$ cat config.mk
export PLATFORM = sky130hd
export DESIGN_NAME = coax_rx_buffer_flat
export DESIGN_NICKNAME = d
export VERILOG_FILES = /design/src/rtl/coax_rx_buffer_if.sv /design/src/rtl/coax_rx_buffer.sv /design/src/flat_wrapper.sv
export SDC_FILE = /design/constraint.sdc
export NUM_CORES = 1
export LEC_CHECK = 0
export BUFFER_PORTS_ARGS = -buffer_cell sky130_fd_sc_hd__buf_4
export CAP_MARGIN = 20
export CORE_ASPECT_RATIO = 0.7
export CORE_UTILIZATION = 55
export CTS_BUF_LIST = sky130_fd_sc_hd__clkbuf_8
export DETAILED_ROUTE_END_ITERATION = 8
export GPL_TIMING_DRIVEN = 0
export PLACE_DENSITY = 0.72
export SLEW_MARGIN = 0
export SYNTH_ARGS = -nofsm -noshare
export SYNTH_HDL_FRONTEND = slang
export SYNTH_SLANG_ARGS = --single-unit
$ cat constraint.sdc
create_clock -name clk -period 3.6 [get_ports clk]
set_input_delay 0.36 -clock clk [delete_from_list [all_inputs] [get_ports clk]]
set_output_delay 0.36 -clock clk [all_outputs]
set_load 0.05 [all_outputs]
$ cat src/rtl/coax_rx_buffer_if.sv
// Bundle between the coax receiver / host controller and the receive frame buffer.
interface coax_rx_buffer_if #(
  parameter int DEPTH_BITS = 4
);
  logic                  rx_active;
  logic                  rx_error;
  logic [9:0]            rx_data;
  logic                  rx_strobe;
  logic                  clear;
  logic                  read_strobe;
  logic [11:0]           read_data;
  logic                  empty;
  logic                  full;
  logic [DEPTH_BITS:0]   count;
  logic                  overflow;

  modport master (
    output rx_active, rx_error, rx_data, rx_strobe, clear, read_strobe,
    input  read_data, empty, full, count, overflow
  );

  modport slave (
    input  rx_active, rx_error, rx_data, rx_strobe, clear, read_strobe,
    output read_data, empty, full, count, overflow
  );
endinterface

$ cat src/rtl/coax_rx_buffer.sv
// Receive frame buffer: tags coax words with EOF/error flags and queues them in a
// first-word fall-through FIFO for the host controller.
module coax_rx_buffer #(
  parameter int DEPTH_BITS = 4
) (
  input logic              clk,
  input logic              reset_n,
  coax_rx_buffer_if.slave  bus
);
  localparam int DEPTH = 1 << DEPTH_BITS;
  localparam logic [DEPTH_BITS:0] FULL_CNT = {1'b1, {DEPTH_BITS{1'b0}}};

  typedef struct packed {
    logic       err;
    logic       eof;
    logic [9:0] data;
  } entry_t;

  typedef enum logic [2:0] {IDLE, FRAME, FLUSH, ERROR_PUSH, ERROR_HOLD} state_t;

  state_t                state;
  logic                  prev_active, prev_error;
  logic                  hold_vld;
  logic [9:0]            hold;

  entry_t                mem [DEPTH];
  logic [DEPTH_BITS-1:0] wr_ptr, rd_ptr;
  logic [DEPTH_BITS:0]   cnt;
  logic                  ovf;

  logic                  act_fall, err_rise;
  logic                  push_req, push_ok, pop_ok;
  logic                  full_i, empty_i;
  entry_t                push_entry;

  assign act_fall = prev_active & ~bus.rx_active;
  assign err_rise = bus.rx_error & ~prev_error;
  assign full_i   = (cnt == FULL_CNT);
  assign empty_i  = (cnt == '0);

  // Push decode follows the FSM state; the last word of a frame waits in hold
  // until either another strobe or the frame end tells us whether it is EOF.
  always_comb begin
    push_req   = 1'b0;
    push_entry = '0;
    unique case (state)
      FRAME: if (!err_rise && !act_fall && bus.rx_strobe && hold_vld) begin
        push_req   = 1'b1;
        push_entry = {1'b0, 1'b0, hold};
      end
      FLUSH: if (hold_vld) begin
        push_req   = 1'b1;
        push_entry = {1'b0, 1'b1, hold};
      end
      ERROR_PUSH: begin
        push_req   = 1'b1;
        push_entry = {1'b1, 1'b1, bus.rx_data};
      end
      default: ;
    endcase
  end

  assign push_ok = push_req & ~full_i & ~bus.clear;
  assign pop_ok  = bus.read_strobe & ~empty_i & ~bus.clear;

  always_ff @(posedge clk or negedge reset_n) begin
    if (!reset_n) begin
      state       <= IDLE;
      prev_active <= 1'b0;
      prev_error  <= 1'b0;
      hold_vld    <= 1'b0;
      hold        <= '0;
    end else begin
      // Edge history keeps tracking through clear so a still-high error is not re-seen.
      prev_active <= bus.rx_active;
      prev_error  <= bus.rx_error;
      if (bus.clear) begin
        state    <= IDLE;
        hold_vld <= 1'b0;
      end else begin
        unique case (state)
          IDLE: begin
            if (err_rise) begin
              state <= ERROR_PUSH;
            end else if (bus.rx_strobe) begin
              hold     <= bus.rx_data;
              hold_vld <= 1'b1;
              state    <= FRAME;
            end
          end
          FRAME: begin
            if (err_rise) begin
              hold_vld <= 1'b0;
              state    <= ERROR_PUSH;
            end else if (act_fall) begin
              state <= FLUSH;
            end else if (bus.rx_strobe) begin
              hold     <= bus.rx_data;
              hold_vld <= 1'b1;
            end
          end
          FLUSH: begin
            hold_vld <= 1'b0;
            state    <= IDLE;
          end
          ERROR_PUSH: state <= ERROR_HOLD;
          ERROR_HOLD: if (!bus.rx_error) state <= IDLE;
          default:    state <= IDLE;
        endcase
      end
    end
  end

  always_ff @(posedge clk or negedge reset_n) begin
    if (!reset_n) begin
      wr_ptr <= '0;
      rd_ptr <= '0;
      cnt    <= '0;
      ovf    <= 1'b0;
    end else if (bus.clear) begin
      wr_ptr <= '0;
      rd_ptr <= '0;
      cnt    <= '0;
      ovf    <= 1'b0;
    end else begin
      if (push_ok) wr_ptr <= wr_ptr + 1'b1;
      if (pop_ok)  rd_ptr <= rd_ptr + 1'b1;
      cnt <= cnt + {{DEPTH_BITS{1'b0}}, push_ok} - {{DEPTH_BITS{1'b0}}, pop_ok};
      if (push_req && full_i) ovf <= 1'b1;
    end
  end

  always_ff @(posedge clk) begin
    if (push_ok) mem[wr_ptr] <= push_entry;
  end

  assign bus.read_data = mem[rd_ptr];
  assign bus.empty     = empty_i;
  assign bus.full      = full_i;
  assign bus.count     = cnt;
  assign bus.overflow  = ovf;
endmodule

$ cat src/flat_wrapper.sv
// flat-port wrapper written by rule: the top's interface ports become plain ports
module coax_rx_buffer_flat 
#(
  parameter int DEPTH_BITS = 4
)
  (clk, reset_n, bus_rx_active, bus_rx_error, bus_rx_data, bus_rx_strobe, bus_clear, bus_read_strobe, bus_read_data, bus_empty, bus_full, bus_count, bus_overflow);
  coax_rx_buffer_if #(.DEPTH_BITS(DEPTH_BITS)) bus_i ();
  input logic clk;
  input logic reset_n;
  input wire logic [$bits(bus_i.rx_active)-1:0] bus_rx_active;
  input wire logic [$bits(bus_i.rx_error)-1:0] bus_rx_error;
  input wire logic [$bits(bus_i.rx_data)-1:0] bus_rx_data;
  input wire logic [$bits(bus_i.rx_strobe)-1:0] bus_rx_strobe;
  input wire logic [$bits(bus_i.clear)-1:0] bus_clear;
  input wire logic [$bits(bus_i.read_strobe)-1:0] bus_read_strobe;
  output wire logic [$bits(bus_i.read_data)-1:0] bus_read_data;
  output wire logic [$bits(bus_i.empty)-1:0] bus_empty;
  output wire logic [$bits(bus_i.full)-1:0] bus_full;
  output wire logic [$bits(bus_i.count)-1:0] bus_count;
  output wire logic [$bits(bus_i.overflow)-1:0] bus_overflow;
  assign bus_i.rx_active = bus_rx_active;
  assign bus_i.rx_error = bus_rx_error;
  assign bus_i.rx_data = bus_rx_data;
  assign bus_i.rx_strobe = bus_rx_strobe;
  assign bus_i.clear = bus_clear;
  assign bus_i.read_strobe = bus_read_strobe;
  assign bus_read_data = bus_i.read_data;
  assign bus_empty = bus_i.empty;
  assign bus_full = bus_i.full;
  assign bus_count = bus_i.count;
  assign bus_overflow = bus_i.overflow;
  coax_rx_buffer #(.DEPTH_BITS(DEPTH_BITS)) u_core (.clk(clk), .reset_n(reset_n), .bus(bus_i));
endmodule
==> out/results.ini <==
[place]
dp.cells = 810
routabilityCongestion = 0.861
hpwl_um = 13900
port_buffers = 36

[detailed_routing]
dr_wl_met3_um = 1860
avgViaCountPerCell = 5.98
drt_first_iter_violations = 517
drt_wl_total_um = 20200
wl_met1_um = 9020
drc = 0
vias = 5242
wl_per_cell_um = 23.1
antenna_left = 0
drtPass1Iterations = 5
wl_met2_um = 9040
dr.max_layer_used = met4

[synthesis]
synth_seq_area_share = 0.707
synth.distinct_cells = 55
synth_area_leader_cell = edfxtp_1
muxShareOfSynthArea = 0.128
synth_edf_count = 192
yosysWarnings = 0
synth_top_family_by_area = multiplexers
syn_nets = 564
synth.area.top_cells = edfxtp_1 63%, dfrtp_1 8.1%, mux4_2 5.9%, mux2i_1 5.3%, a221oi_1 2.3%
synth_flop_cell = edfxtp_1
synth_cells = 535
synth_seq_cells = 222
synth-xor-area-share = 0.00475
yosys.area_share.adder = 0.0171
yosys.area_share.simple = 0.0480
ys_top_cells_by_count = 192 x edfxtp_1, 49 x mux2i_1, 30 x dfrtp_1
syn_avg_cell_area_um2 = 17.2
synthArstFlopShare = 0.135
synth-compound-area-share = 0.0688
synth_top_area_share = 0.625
synth.most_common_cell = edfxtp_1
syn_area_um2 = 9220

[run]
max_cap_violations = 0

[sta]
period_share = 0.873
worstMarginPinSlew_ps = 846
hold_viol = 0
max_slew_margin = 0.431
max_freq_mhz = 318
maxSlewViolCount = 0
finClkSkew_ps = 21.1
rsz0062_at_grt = no
final.min_clock_period_ps = 3140
final-setup-viol-count = 0

[run_status]
status = finished clean

[worst_setup_path]
reg2reg_slack_ps = 460
start_kind = register
end_kind = register
path_max_fanout = 19
criticalPathCategory = register to register
cp_data_arrival_time_ps = 3570
worst_ep_required_time_ps = 4020

[die]
die_area_um2 = 17300
rows = 39
core_um2 = 16300
start_util = 0.564
io_pins = 37
die_width_um = 157
die_h_um = 110

[final_layout]
fin_util = 0.651
num-nets-final = 654
regArea_um2 = 6520
layout-drive-gt1-share = 0.262
num_antenna_cells = 0
final_cell_count_no_fill = 877
syn_to_final_growth_pct = 15.5
nFillCells = 1135
multi_input_area_um2 = 2510

[cts]
root_buffer = clkbuf_8
h-tree-depth = 2
tritoncts = done
clkTransAtPathRegs_ps = 60
clock_path_buffers = 3
cts_inserted_buffers = 35
cts_sinks = 222
cts_setup_buffers = 0
clock_latency_ps = 520

[power_and_ir_drop]
p_total_mw = 6.54
p_leak_nw = 3.78
p_per_area_nw_per_um2 = 614
ir_drop_mv = 0.355

[grt]
overflow = 0
antenna_found_initial = 0
grt_max_degree = 31
grt_usage = 0.248
grt_pass1_vias = 5333
grt_pass1_wl_um = 30700

[hold_path]
hold_path.class = primary input to register

-- critical path: stages (launching register included) --
cell      delay, ps
dfrtp_1         420
and2b_1         270
o21ai_2         130
inv_1           530
o21ai_2         290
nor2_1          190
ha_1            200
inv_1            70
fa_1            410
nor2b_1         170
o21bai_1        120
nand3_1         100
nor3b_1         170
-- cell usage in the layout, fill, tap and decap left out, types with 11 or more instances in the layout --
cell type,netlist,layout
a221oi_1,24,24
a22oi_1,12,12
buf_4,3,43
buf_6,8,18
clkbuf_8,0,36
dfrtp_1,30,30
edfxtp_1,192,192
ha_1,11,11
inv_1,17,26
mux2_2,13,13
mux2i_1,49,49
mux4_2,24,24
nand2_1,19,19
nor2_1,18,18
o21ai_0,13,13
-- through the flow --
stage,instance area [um2],setup TNS [ps],setup WS (ps),hold WS (ps)
floorplan,9220,0,578,64.4
detailed placement,9970,0,465,328
finish,10600,0,456,87.9
CTS,10600,0,514,65.0
global route,10600,0,210,72.1
global placement,9770,-15950,-457,313
-- worst paths after layout --
path,startpoint,to,cells past startpoint
setup / recovery,u_core.state[2]$_DFFE_PN0P_,u_core.bus.count[4]$_DFF_PN0_,12
hold / removal,bus_rx_data[3],u_core.hold[3]$_DFFE_PN0P_,2
setup reg to reg,u_core.state[2]$_DFFE_PN0P_,u_core.bus.count[4]$_DFF_PN0_,12
hold reg to reg,u_core.bus.overflow$_DFFE_PN0P_,u_core.bus.overflow$_DFFE_PN0P_,1
max in group asynchronous,reset_n,u_core.rd_ptr[3]$_DFFE_PN0P_,2
min in group asynchronous,reset_n,u_core.hold[3]$_DFFE_PN0P_,2
-- routing by layer --
layer,vias up,GRT usage
met5,-,0
met4,0,0.0644
met3,38,0.0598
met2,242,0.386
met1,2643,0.357
li1,2319,-
-- repair_timing --
| action | in CTS | in global routing |
|---|---|---|
| resized for setup | 0 | 0 |
| setup endpoints to repair | 0 | 0 |
| hold endpoints to repair | 32 | 0 |
| hold buffers | 3 | 0 |
-- sequential cells by signal (all words and copies together), names as in the netlist, 3 cells and up --
name and cells:
u_core.state 3, u_core.rd_ptr 4, u_core.hold 10, u_core.bus.count 5, u_core.wr_ptr 4, u_core.mem 192
-- report_power, final --
group / total, mW / leakage [nW] / switching (mW) / internal (mW)
Combinational: 1.65 / 1.25 / 0.977 / 0.670
Clock: 1.98 / 0.359 / 0.973 / 1.01
Sequential: 2.91 / 2.17 / 0.0534 / 2.85
Total: 6.54 / 3.78 / 2.00 / 4.53
-- logic make-up (layout without fill, tap and decap cells) --
group | count (synthesis) | in the layout
flops | 222 | 222
mux | 86 | 86
buf+inv | 45 | 162
fa+ha+maj | 12 | 12
xor+xnor | 5 | 5
simple gates | 83 | 83
compound gates | 82 | 82
-- area by class of cell --
class                   count  area share
flip-flops and latches    222       0.612
inverters                  18     0.00634
repair buffers             53      0.0416
clock buffers              36      0.0465
multi-input cells         268       0.236
clock inverters            28      0.0141
well taps                 225      0.0264
plain buffers              27      0.0169
Note: power is estimated with default switching activity, not from simulation.
